### src/rtl/atri_pps_timebase.sv
// PPS-disciplined second/cycle timebase with period measurement, bounded holdover and trigger timestamping.
// One-edge latency from flag/tick/trigger to outputs; no backpressure, every input pulse is consumed.
module atri_pps_timebase #(
    parameter int CYCLE_BITS     = 32,
    parameter int SEC_BITS       = 32,
    parameter int MS_BITS        = 11,
    parameter int TIMEOUT_MS     = 1100,
    parameter int MAX_HOLDOVER_S = 16
) (
    input  logic                  clk_i,
    input  logic                  rst_n_i,
    input  logic                  pps_flag_i,
    input  logic                  KHz_CE_i,
    input  logic                  trig_i,
    output logic [SEC_BITS-1:0]   sec_o,
    output logic [CYCLE_BITS-1:0] cyc_o,
    output logic [CYCLE_BITS-1:0] period_o,
    output logic                  period_valid_o,
    output logic                  locked_o,
    output logic                  holdover_o,
    output logic [1:0]            state_o,
    output logic                  pps_tick_o,
    output logic [SEC_BITS-1:0]   ts_sec_o,
    output logic [CYCLE_BITS-1:0] ts_cyc_o,
    output logic                  ts_valid_o
);

    typedef enum logic [1:0] {
        ST_UNLOCKED = 2'b00,
        ST_ARMED    = 2'b01,
        ST_LOCKED   = 2'b10,
        ST_HOLDOVER = 2'b11
    } state_t;

    localparam int HO_BITS = $clog2(MAX_HOLDOVER_S + 1);
    localparam logic [CYCLE_BITS-1:0] CYC_ONE  = CYCLE_BITS'(1);
    localparam logic [SEC_BITS-1:0]   SEC_ONE  = SEC_BITS'(1);
    localparam logic [MS_BITS-1:0]    MS_ONE   = MS_BITS'(1);
    localparam logic [MS_BITS-1:0]    MS_LIMIT = MS_BITS'(TIMEOUT_MS);
    localparam logic [HO_BITS-1:0]    HO_ONE   = HO_BITS'(1);
    localparam logic [HO_BITS-1:0]    HO_LIMIT = HO_BITS'(MAX_HOLDOVER_S);

    state_t                r_state, w_state_nxt;
    logic [CYCLE_BITS-1:0] r_cyc, w_cyc_nxt;
    logic [CYCLE_BITS-1:0] r_period, w_period_nxt;
    logic                  r_pv, w_pv_nxt;
    logic [HO_BITS-1:0]    r_ho, w_ho_nxt;
    logic [SEC_BITS-1:0]   r_sec;
    logic [MS_BITS-1:0]    r_ms;
    logic                  r_tick;
    logic [SEC_BITS-1:0]   r_ts_sec;
    logic [CYCLE_BITS-1:0] r_ts_cyc;
    logic                  r_ts_vld;

    logic                  w_sec_inc;
    logic [CYCLE_BITS-1:0] w_cyc_inc;
    logic [CYCLE_BITS-1:0] w_entry_cyc;
    logic                  w_syn_tick;
    logic                  w_late_flag;
    logic                  w_timeout;

    assign w_cyc_inc   = (&r_cyc) ? r_cyc : r_cyc + CYC_ONE;
    // Entering holdover already counts one synthetic second, so carry the overshoot into the new second.
    assign w_entry_cyc = (w_cyc_inc >= r_period) ? w_cyc_inc - r_period : '0;
    assign w_syn_tick  = (r_cyc == r_period - CYC_ONE);
    assign w_late_flag = (r_cyc >= (r_period >> 1));
    assign w_timeout   = (r_ms == MS_LIMIT);

    always_comb begin
        w_state_nxt  = r_state;
        w_cyc_nxt    = w_cyc_inc;
        w_period_nxt = r_period;
        w_pv_nxt     = r_pv;
        w_ho_nxt     = r_ho;
        w_sec_inc    = 1'b0;
        case (r_state)
            ST_UNLOCKED: begin
                if (pps_flag_i) begin
                    w_cyc_nxt   = '0;
                    w_state_nxt = ST_ARMED;
                end
            end
            ST_ARMED: begin
                if (pps_flag_i) begin
                    w_period_nxt = w_cyc_inc;
                    w_pv_nxt     = 1'b1;
                    w_sec_inc    = 1'b1;
                    w_cyc_nxt    = '0;
                    w_state_nxt  = ST_LOCKED;
                end else if (w_timeout) begin
                    w_state_nxt = ST_UNLOCKED;
                end
            end
            ST_LOCKED: begin
                if (pps_flag_i) begin
                    w_period_nxt = w_cyc_inc;
                    w_sec_inc    = 1'b1;
                    w_cyc_nxt    = '0;
                end else if (w_timeout) begin
                    w_sec_inc   = 1'b1;
                    w_cyc_nxt   = w_entry_cyc;
                    w_ho_nxt    = HO_ONE;
                    w_state_nxt = ST_HOLDOVER;
                end
            end
            default: begin
                // A real flag outranks both the holdover limit and a coincident synthetic tick.
                if (pps_flag_i) begin
                    w_sec_inc   = w_late_flag;
                    w_cyc_nxt   = '0;
                    w_state_nxt = ST_LOCKED;
                end else if (r_ho >= HO_LIMIT) begin
                    w_pv_nxt    = 1'b0;
                    w_state_nxt = ST_UNLOCKED;
                end else if (w_syn_tick) begin
                    w_sec_inc = 1'b1;
                    w_cyc_nxt = '0;
                    w_ho_nxt  = r_ho + HO_ONE;
                end
            end
        endcase
    end

    always_ff @(posedge clk_i or negedge rst_n_i) begin
        if (!rst_n_i) begin
            r_state  <= ST_UNLOCKED;
            r_cyc    <= '0;
            r_period <= '0;
            r_pv     <= 1'b0;
            r_ho     <= '0;
            r_sec    <= '0;
            r_ms     <= '0;
            r_tick   <= 1'b0;
            r_ts_sec <= '0;
            r_ts_cyc <= '0;
            r_ts_vld <= 1'b0;
        end else begin
            r_state  <= w_state_nxt;
            r_cyc    <= w_cyc_nxt;
            r_period <= w_period_nxt;
            r_pv     <= w_pv_nxt;
            r_ho     <= w_ho_nxt;
            r_tick   <= w_sec_inc;
            if (w_sec_inc) begin
                r_sec <= r_sec + SEC_ONE;
            end
            if (pps_flag_i || (w_state_nxt != r_state)) begin
                r_ms <= '0;
            end else if (KHz_CE_i && (r_ms < MS_LIMIT)) begin
                r_ms <= r_ms + MS_ONE;
            end
            r_ts_vld <= trig_i;
            if (trig_i) begin
                r_ts_sec <= r_sec;
                r_ts_cyc <= r_cyc;
            end
        end
    end

    assign sec_o          = r_sec;
    assign cyc_o          = r_cyc;
    assign period_o       = r_period;
    assign period_valid_o = r_pv;
    assign state_o        = r_state;
    assign locked_o       = (r_state == ST_LOCKED);
    assign holdover_o     = (r_state == ST_HOLDOVER);
    assign pps_tick_o     = r_tick;
    assign ts_sec_o       = r_ts_sec;
    assign ts_cyc_o       = r_ts_cyc;
    assign ts_valid_o     = r_ts_vld;

endmodule

### config.mk
export PLATFORM = sky130hd
export DESIGN_NAME = atri_pps_timebase
export DESIGN_NICKNAME = d
export VERILOG_FILES = /design/src/rtl/atri_pps_timebase.sv
export SDC_FILE = /design/constraint.sdc
export NUM_CORES = 1
export LEC_CHECK = 0
export ABC_AREA = 1
export ABC_CLOCK_PERIOD_IN_PS = 4400
export CORE_UTILIZATION = 40
export CTS_CLUSTER_SIZE = 28
export DETAILED_ROUTE_END_ITERATION = 16
export HOLD_SLACK_MARGIN = 0.02
export PLACE_DENSITY = 0.71
export SLEW_MARGIN = 5
export SYNTH_ARGS = -nofsm -noshare
export SYNTH_HDL_FRONTEND = slang
export SYNTH_SLANG_ARGS = --single-unit
### constraint.sdc
create_clock -name clk_i -period 4.4 [get_ports clk_i]
set_input_delay 0.44 -clock clk_i [delete_from_list [all_inputs] [get_ports clk_i]]
set_output_delay 0.44 -clock clk_i [all_outputs]
set_load 0.005 [all_outputs]
==> load_flow_metrics.sql <==
INSERT INTO impl_metrics (metric_group, metric, value, unit) VALUES
('outcome', 'run_status', 'finished, final reports clean', ''),
('timing', 'grt_setup_unrepaired', 'false', ''),
('worst_setup_path', 'critical_path_source_type', 'flip-flop', ''),
('timing', 'final_hold_viol_count', '0', ''),
('floorplan', 'design.core.area', '0.0349', 'mm^2'),
('logic_synthesis', 'synth.yosys.seq_area_share', '0.316', ''),
('route', 'route.antenna.remaining_nets', '0', ''),
('timing', 'final.period_utilization', '0.937', ''),
('clocking', 'clkSinkCount', '181', ''),
('timing', 'slew-limit-headroom', '0.315', ''),
('logic_synthesis', 'synth_area_per_cell', '6.78', 'um^2'),
('global_route', 'grt_remaining_overflow', '0', ''),
('clocking', 'clkTransAtPathRegs', '0.08', 'ns'),
('run', 'maxCapViolations', '0', ''),
('power_and_ir_drop', 'max-vdd-ir-drop', '318', 'uV'),
('clocking', 'ctsHtreeMaxLevel', '4', ''),
('global_route', 'via_count_of_the_first_global_routing_pass', '14100', ''),
('logic_synthesis', 'postSynthNetCount', '2191', ''),
('power_and_ir_drop', 'static-leakage-power', '8.83', 'nW'),
('worst_setup_path', 'crit_path_max_fanout', '6', ''),
('worst_setup_path', 'worstSetupEndpointType', 'flip-flop', ''),
('clocking', 'worst_skew_pair.late_latency', '0.46', 'ns'),
('min_path', 'hold_path.class', 'in -> async', ''),
('worst_setup_path', 'cp.required', '4.74', 'ns'),
('floorplan', 'die_area', '0.0366', 'mm^2'),
('route', 'drtPass1Iterations', '5', ''),
('logic_synthesis', 'synth_largest_area_cell', 'sky130_fd_sc_hd__dfrtp_1', ''),
('logic_synthesis', 'post_synthesis_instance_total', '2111', ''),
('worst_setup_path', 'critical_path.slowest_cell', 'sky130_fd_sc_hd__ha_1', ''),
('timing', 'tns', '0', 'ns'),
('clocking', 'cts_tree', 'done', ''),
('route', 'num_vias', '15300', ''),
('clocking', 'clock_tree.buffer_depth', '2', ''),
('cells_and_area', 'most-common-layout-cells', 'sky130_fd_sc_hd__nand2_1 (610), sky130_fd_sc_hd__nor2_1 (249), sky130_fd_sc_hd__inv_1 (200)', ''),
('logic_synthesis', 'post_synth_num_cell_types', '48', ''),
('timing', 'final_setup_violating_endpoints', '0', ''),
('route', 'route.detailed.drc', '0', ''),
('cells_and_area', 'post-route-cell-area', '0.0176', 'mm^2'),
('route', 'wire_per_inst', '19.0', 'um'),
('placed_design', 'detailed_place_hpwl', '42200', 'um'),
('route', 'avg_vias_per_cell', '5.49', ''),
('logic_synthesis', 'synth.cell_area', '0.0143', 'mm^2'),
('placed_design', 'place_area', '0.0169', 'mm^2'),
('global_route', 'antenna_violations_before_repair', '0', ''),
('route', 'iteration_0_drc_count_of_the_detailed_router', '1578', ''),
('logic_synthesis', 'netlist.area_leader.share', '0.316', ''),
('global_route', 'grt_max_degree', '121', ''),
('cells_and_area', 'antenna_cells_inserted', '0', ''),
('placed_design', 'port_buffers', '171', ''),
('clocking', 'cts_buffers', '17', ''),
('global_route', 'grt_pass1_wl', '81500', 'um'),
('clocking', 'cts_root_buffer', 'sky130_fd_sc_hd__clkbuf_16', ''),
('logic_synthesis', 'postSynthRegisterBits', '181', ''),
('floorplan', 'die_w', '191', 'um'),
('floorplan', 'core.rowCount', '68', ''),
('logic_synthesis', 'synth_area_leaders', 'sky130_fd_sc_hd__dfrtp_1 (32%), sky130_fd_sc_hd__nand2_1 (16%), sky130_fd_sc_hd__nor2_1 (6.6%), sky130_fd_sc_hd__ha_1 (6.5%), sky130_fd_sc_hd__nand3_1 (5.5%)', ''),
('timing', 'worst_pin_slew', '1.03', 'ns'),
('timing', 'min_period', '4.12', 'ns'),
('worst_setup_path', 'critical_path_class', 'reg -> reg', ''),
('floorplan', 'initial_core_util', '0.410', ''),
('cells_and_area', 'num-nets-final', '2396', ''),
('cells_and_area', 'final.fill_count', '3524', ''),
('timing', 'clock-skew-final', '0.0143', 'ns'),
('route', 'postRouteWirelength', '52800', 'um'),
('floorplan', 'die_h', '191', 'um'),
('timing', 'achievable-frequency', '242', 'MHz'),
('worst_setup_path', 'critPathArrivalTime', '4.46', 'ns'),
('clocking', 'postCtsSetupBuffers', '0', ''),
('logic_synthesis', 'synth_warnings', '0', ''),
('cells_and_area', 'final_layout_size_suffix_gt1_frac', '0.0859', ''),
('cells_and_area', 'area.growth.synth_to_final', '22.8', '%');
==> cells by family after synthesis <==
group,after synthesis,synth area share
buffers and inverters,271,0.0740
adder cells (fa/ha/maj),75,0.0661
multiplexers,21,0.0165
XOR/XNOR,109,0.0676
flip-flops,181,0.316
AND/OR/NAND/NOR,1179,0.352
AO/OA/AOI/OAI,275,0.107
==> worst max-delay path, delay by kind of cell, from the launching register on <==
kind            cells  cell delay, ns
buf+inv             4            0.45
flops               1            0.35
compound gates      4            0.98
simple gates       10            1.64
fa+ha+maj           1            0.43
xor+xnor            1            0.15
==> Yosys cell counts (all sizes together) <==
| cell | n |
|---|---|
| nand2 | 630 |
| nor2 | 266 |
| inv | 204 |
| dfrtp | 181 |
| nand3 | 159 |
| o21ai | 120 |
| a21oi | 107 |
| xor2 | 79 |
| ha | 74 |
| clkbuf | 47 |
| nor3 | 47 |
| nand4 | 38 |
| xnor2 | 29 |
| mux2 | 21 |
| o211ai | 21 |
| buf | 16 |
| nand3b | 15 |
| nor4 | 15 |
| a21o | 6 |
| or2 | 6 |
| o21bai | 5 |
| clkinv | 4 |
| o221ai | 3 |
| a21boi | 2 |
| a31oi | 2 |
| nor3b | 2 |
| o21a | 2 |
| o31ai | 2 |
| a22o | 1 |
| a22oi | 1 |
| a31o | 1 |
| a41oi | 1 |
| fa | 1 |
| nor4b | 1 |
| o22ai | 1 |
| xnor3 | 1 |
==> per-layer routing <==
metal / GRT usage / up-vias / part of all wire
met2: 0.437 / 678 / 0.43
met5: 0 / - / 0
li1: - / 7319 / -
met4: 0.0931 / 0 / 0.027
met3: 0.0376 / 79 / 0.077
met1: 0.433 / 7222 / 0.46
==> final timing paths <==
check,endpoint,start,cells after the start,slack [ns]
worst min register to register,ts_cyc_o[17],ts_cyc_o[17],1,0.51
worst min-delay path,ts_sec_o[12],rst_n_i,1,0.12
min in group clk_i,ts_cyc_o[17],ts_cyc_o[17],1,0.51
worst max-delay path,cyc_o[6],cyc_o[0],20,0.28
worst max register to register,cyc_o[6],cyc_o[0],20,0.28
max in group asynchronous,ts_cyc_o[22],rst_n_i,2,3.15
==> cell type report <==
class / instances / area, um^2 / area share
multi-input combinational: 1659 / 8760 / 0.498
sequential: 181 / 4530 / 0.258
timing repair buffer: 249 / 2310 / 0.131
inverter: 208 / 781 / 0.0444
tap: 455 / 569 / 0.0324
clock buffer: 17 / 425 / 0.0242
clock inverter: 15 / 199 / 0.0113
==> sequential cells by signal, summed over array words and instances (netlist names) <==
register,cells
period_valid_o,1
sec_o,32
ts_valid_o,1
r_ho,5
state_o,2
pps_tick_o,1
ts_sec_o,32
ts_cyc_o,32
cyc_o,32
period_o,32
r_ms,11
==> metrics by stage <==
step / instances / hold WS [ns] / util / power [W] / setup slack, ns
5_1_grt: 2784 / 0.207 / 0.504 / 0.00887 / 0.00473
3_5_place_dp: 2752 / 0.495 / 0.485 / 0.00661 / 0.128
2_1_floorplan: 2111 / 0.144 / - / 0.00498 / 0.649
3_3_place_gp: 2752 / 0.489 / 0.485 / 0.00656 / 0.0939
4_1_cts: 2784 / 0.176 / 0.503 / 0.00823 / 0.0729
6_report: 2784 / 0.125 / 0.504 / 0.00825 / 0.276
==> where the power goes <==
group | switching (W) | total (W) | leakage [nW] | internal, W
combinational | 0.00283 | 0.00451 | 6.13 | 0.00168
clock | 0.000830 | 0.00161 | 0.301 | 0.000783
sequential | 0.000245 | 0.00213 | 2.40 | 0.00188
total | 0.00390 | 0.00825 | 8.83 | 0.00435
==> timing repair <==
item,in CTS,in global routing
gates resized for setup,0,10
setup endpoints to repair,0,32
hold buffers,0,0
Power figures use the tool's default switching activity.
